===== src/rtl/cacheline_adaptor.sv =====
// Bridges a 256-bit cache line port to a 64-bit, 4-beat memory burst port.
// Reads assemble beats into line_o; writes stream a latched line out beat by beat.
module cacheline_adaptor (
   input  logic         clk,
   input  logic         rst,
   input  logic [255:0] line_i,
   output logic [255:0] line_o,
   input  logic [31:0]  address_i,
   input  logic         read_i,
   input  logic         write_i,
   output logic         resp_o,
   input  logic [63:0]  burst_i,
   output logic [63:0]  burst_o,
   output logic [31:0]  address_o,
   output logic         read_o,
   output logic         write_o,
   input  logic         resp_i
);

   typedef enum logic [1:0] {IDLE, RD, WR, DONE} state_t;

   state_t       state;
   state_t       next_state;
   logic [1:0]   count;
   logic [1:0]   next_count;
   logic [255:0] line_buf;
   logic         accept;

   always_ff @(posedge clk) begin
      if (rst) begin
         state <= IDLE;
      end else begin
         state <= next_state;
      end
   end

   always_comb begin
      next_state = state;
      next_count = count;
      accept     = 1'b0;
      case (state)
         IDLE: begin
            next_count = 2'd0;
            if (write_i) begin
               next_state = WR;
               accept     = 1'b1;
            end else if (read_i) begin
               next_state = RD;
               accept     = 1'b1;
            end
         end
         RD, WR: begin
            if (resp_i) begin
               next_count = count + 2'd1;
               if (count == 2'd3) begin
                  next_state = DONE;
               end
            end
         end
         DONE: begin
            next_state = IDLE;
         end
         default: begin
            next_state = IDLE;
         end
      endcase
   end

   // Outputs are registered from the next state so they line up with the state they describe.
   always_ff @(posedge clk) begin
      if (rst) begin
         count     <= 2'd0;
         read_o    <= 1'b0;
         write_o   <= 1'b0;
         resp_o    <= 1'b0;
         address_o <= 32'd0;
         burst_o   <= 64'd0;
         line_o    <= 256'd0;
         line_buf  <= 256'd0;
      end else begin
         count   <= next_count;
         read_o  <= (next_state == RD);
         write_o <= (next_state == WR);
         resp_o  <= (next_state == DONE);
         if (accept) begin
            address_o <= {address_i[31:5], 5'd0};
            if (write_i) begin
               line_buf <= line_i;
               burst_o  <= line_i[63:0];
            end
         end
         if ((state == RD) && resp_i) begin
            line_o[{count, 6'd0} +: 64] <= burst_i;
         end
         // Present the beat the memory will take next, so burst_o always tracks the live count.
         if (state == WR) begin
            burst_o <= line_buf[{next_count, 6'd0} +: 64];
         end
      end
   end

endmodule


===== config.mk =====
export PLATFORM = sky130hd
export DESIGN_NAME = cacheline_adaptor
export DESIGN_NICKNAME = d
export VERILOG_FILES = /design/src/rtl/cacheline_adaptor.sv
export SDC_FILE = /design/constraint.sdc
export NUM_CORES = 1
export LEC_CHECK = 0
export BUFFER_PORTS_ARGS = -buffer_cell sky130_fd_sc_hd__buf_4
export CELL_PAD_IN_SITES_DETAIL_PLACEMENT = 0
export CELL_PAD_IN_SITES_GLOBAL_PLACEMENT = 1
export CORE_MARGIN = 2
export CORE_UTILIZATION = 27
export DETAILED_ROUTE_END_ITERATION = 10
export GPL_ROUTABILITY_DRIVEN = 0
export PLACE_DENSITY = 0.7
export SETUP_SLACK_MARGIN = 0.15
export SLEW_MARGIN = 5
export SYNTH_ARGS = -nofsm -noshare
export SYNTH_HDL_FRONTEND = slang
export SYNTH_SLANG_ARGS = --single-unit

===== constraint.sdc =====
create_clock -name clk -period 5.44 [get_ports clk]
set_input_delay 0.816 -clock clk [delete_from_list [all_inputs] [get_ports clk]]
set_output_delay 0.816 -clock clk [all_outputs]
set_load 0.1 [all_outputs]

==> results.toml <==
[global_routing]
antenna_found_initial = 18
grtUsageMet1_pct = 25.0
grt_pass1_wl_mm = 150
grt_max_degree = 151
gr-total-overflow = 0
busiest_layer = "met2"
track_usage_pct = 20.4
met3_usage_pct = 6.96
grt_util_met2_pct = 33.6
grt_pass1_vias = 23800

[worst_setup_path]
rr_startpoint = "count[0]"
arrival_ns = 4.07
crit_type = "register to register"
endpoint_kind = "register"
startpoint_type = "register"
r2r_end = "burst_o[63]"
r2r_slack_ns = 1.92
required_ns = 5.99
cp_max_fo = 67
ff2ff_path_depth = 6

[clocking]
cts_tree = "done"
clk_pin_slew_ns = 0.06
htreeDepth = 3
cts.sinks = 610
clk_latency_ns = 0.63
hold_buffers = 0
postCtsSetupRepairBufs = 0
cts_resized = 0
clock-root-buffer = "clkbuf_16"
cts_buffers = 73
cts_buffer_depth = 3

[yosys]
muxShareOfSynthArea_pct = 0
synth-seq-cells = 610
synth_flop_cell = "dfxtp_1"
synthXorXnorAreaFrac_pct = 0
yosys.area_share.adder_pct = 0.501
synth-simple-area-share_pct = 17.2
synth.distinct_cells = 42
synth_compound_area_share_pct = 26.1
synthArstFlopShare_pct = 0
synth_top_family_by_area = "compound AO/OA/AOI/OAI gates"
syn_avg_cell_area_um2 = 8.00
synth_warnings = 0
netlist_instances = 3123
synth_seq_area_share_pct = 48.9
netlist_area_um2 = 25000
synth-edff-count = 0

[drt]
num_vias = 24900
via_per_inst = 5.10
drtAntennaViolNets = 0
dr.pass1.iters = 6
routed_wl_mm = 102
first_iter_violations = 1880
drc = 0
wire_per_inst_um = 20.9

[timing]
setup_tns_ns = 0
rsz0062_at_grt = "false"
hold_viol = 0
max_freq_mhz = 284
tightestPinTransition_ns = 1.17
slew_headroom_pct = 22.1
finalCritPeriodShare_pct = 64.7
slew_violations = 0
holdWs_ns = 0.440
period_needed_ns = 3.52
setup_viol = 0
final.setup_skew_ns = 0.0242

[finish]
instances_no_fill = 4880
fill_cells = 9670
design_area_um2 = 33400
drive_gt1_share_pct = 23.9
utilization_pct = 36.5
finalNetCount = 4004
final_common_cell = "buf_4"
area_growth_pct = 33.8
layout_common_cells = "732 x buf_4, 641 x nand2_1, 609 x dfxtp_1"

[floorplanning]
die_area_um2 = 95000
io_pins = 712
core_um2 = 91700
die_h_um = 308
rows = 111
dieWidth_um = 308
initial_core_util_pct = 27.3

[power_and_ir_drop]
p_per_area_nw_per_um2 = 373
irDropWorstVdd_uv = 229
leakage_nw = 13.1

[outcome]
outcome = "finished clean"

[place]
dp.cells = 4748
dpl_cell_area_um2 = 31000
dp_hpwl_mm = 64.4
port_buffers = 701

[hold_path]
hold_path_depth = 3
worstHoldPathType = "input port to register"
holdPathEnd = "line_buf[115]"
hp-start = "line_i[115]"

[job]
cap_violations = 0
[worst max-delay path: stages (launching register included)]
cell and delay, ns:
dfxtp_4 1.00, inv_1 0.31, ha_1 0.51, nand3_1 0.27
nand3_4 0.54, buf_4 0.56, o221a_2 0.27
[area by class of cell]
type	instances	area, um^2	area share, %
Clock inverter	17	195	0.584
Multi-Input combinational cell	2075	11100	33.3
Sequential cell	610	12200	36.5
Timing Repair Buffer	742	5690	17.0
Tap cell	1186	1480	4.44
Clock buffer	110	2210	6.60
Inverter	135	509	1.52
Antenna cell	5	12.5	0.0374
[power breakdown]
group	leakage (nW)	internal, W	switching, W
Combinational	6.91	0.000808	0.00181
Clock	1.18	0.00291	0.00201
Sequential	4.97	0.00472	0.000194
Total	13.1	0.00844	0.00402
[layer usage]
metal  routed length (um)  vias up
met5                  146        -
met4                 2520       22
met3                 9540      134
met2                47800      799
met1                42300    11900
li1                     -    12100
[registers in the layout (all words and copies together), names as in the netlist]
register	cells
write_o	1
state	2
line_o	256
resp_o	1
read_o	1
burst_o	64
address_o	27
count	2
line_buf	256
[kinds of logic after synthesis]
kind of cell | count (synthesis)
adder cells (fa/ha/maj) | 10
AO/OA/AOI/OAI | 1001
other | 1
flip-flops | 610
AND/OR/NAND/NOR | 1059
buffers and inverters | 442
[cell usage after synthesis, types with 82 or more instances]
cell type	instances	area, um^2
a21oi_1	488	2440
a221oi_1	127	1110
a22oi_1	181	1360
buf_2	115	576
clkbuf_1	162	608
dfxtp_1	610	12200
inv_1	134	503
nand2_1	642	2410
nand3_1	82	410
nor2_1	188	706
nor3_1	128	641
o22ai_1	128	801
[metrics by stage]
stage | worst slack (ns) | power (W)
6_report | 1.92 | 0.0125
5_1_grt | 1.66 | 0.0130
4_1_cts | 1.86 | 0.0126
3_5_place_dp | 1.79 | 0.00765
3_3_place_gp | 1.83 | 0.00762
2_1_floorplan | 3.43 | 0.00681
[how the worst max path moves through the flow]
stage / startpoint / to / cells after the start
2_1_floorplan: resp_i / burst_o[10] / 6
3_3_place_gp: resp_i / burst_o[53] / 7
3_5_place_dp: resp_i / burst_o[53] / 7
4_1_cts: count[0] / burst_o[63] / 6
5_1_grt: count[0] / burst_o[29] / 6
6_report: count[0] / burst_o[63] / 6
Note: power is estimated with default switching activity, not from simulation.
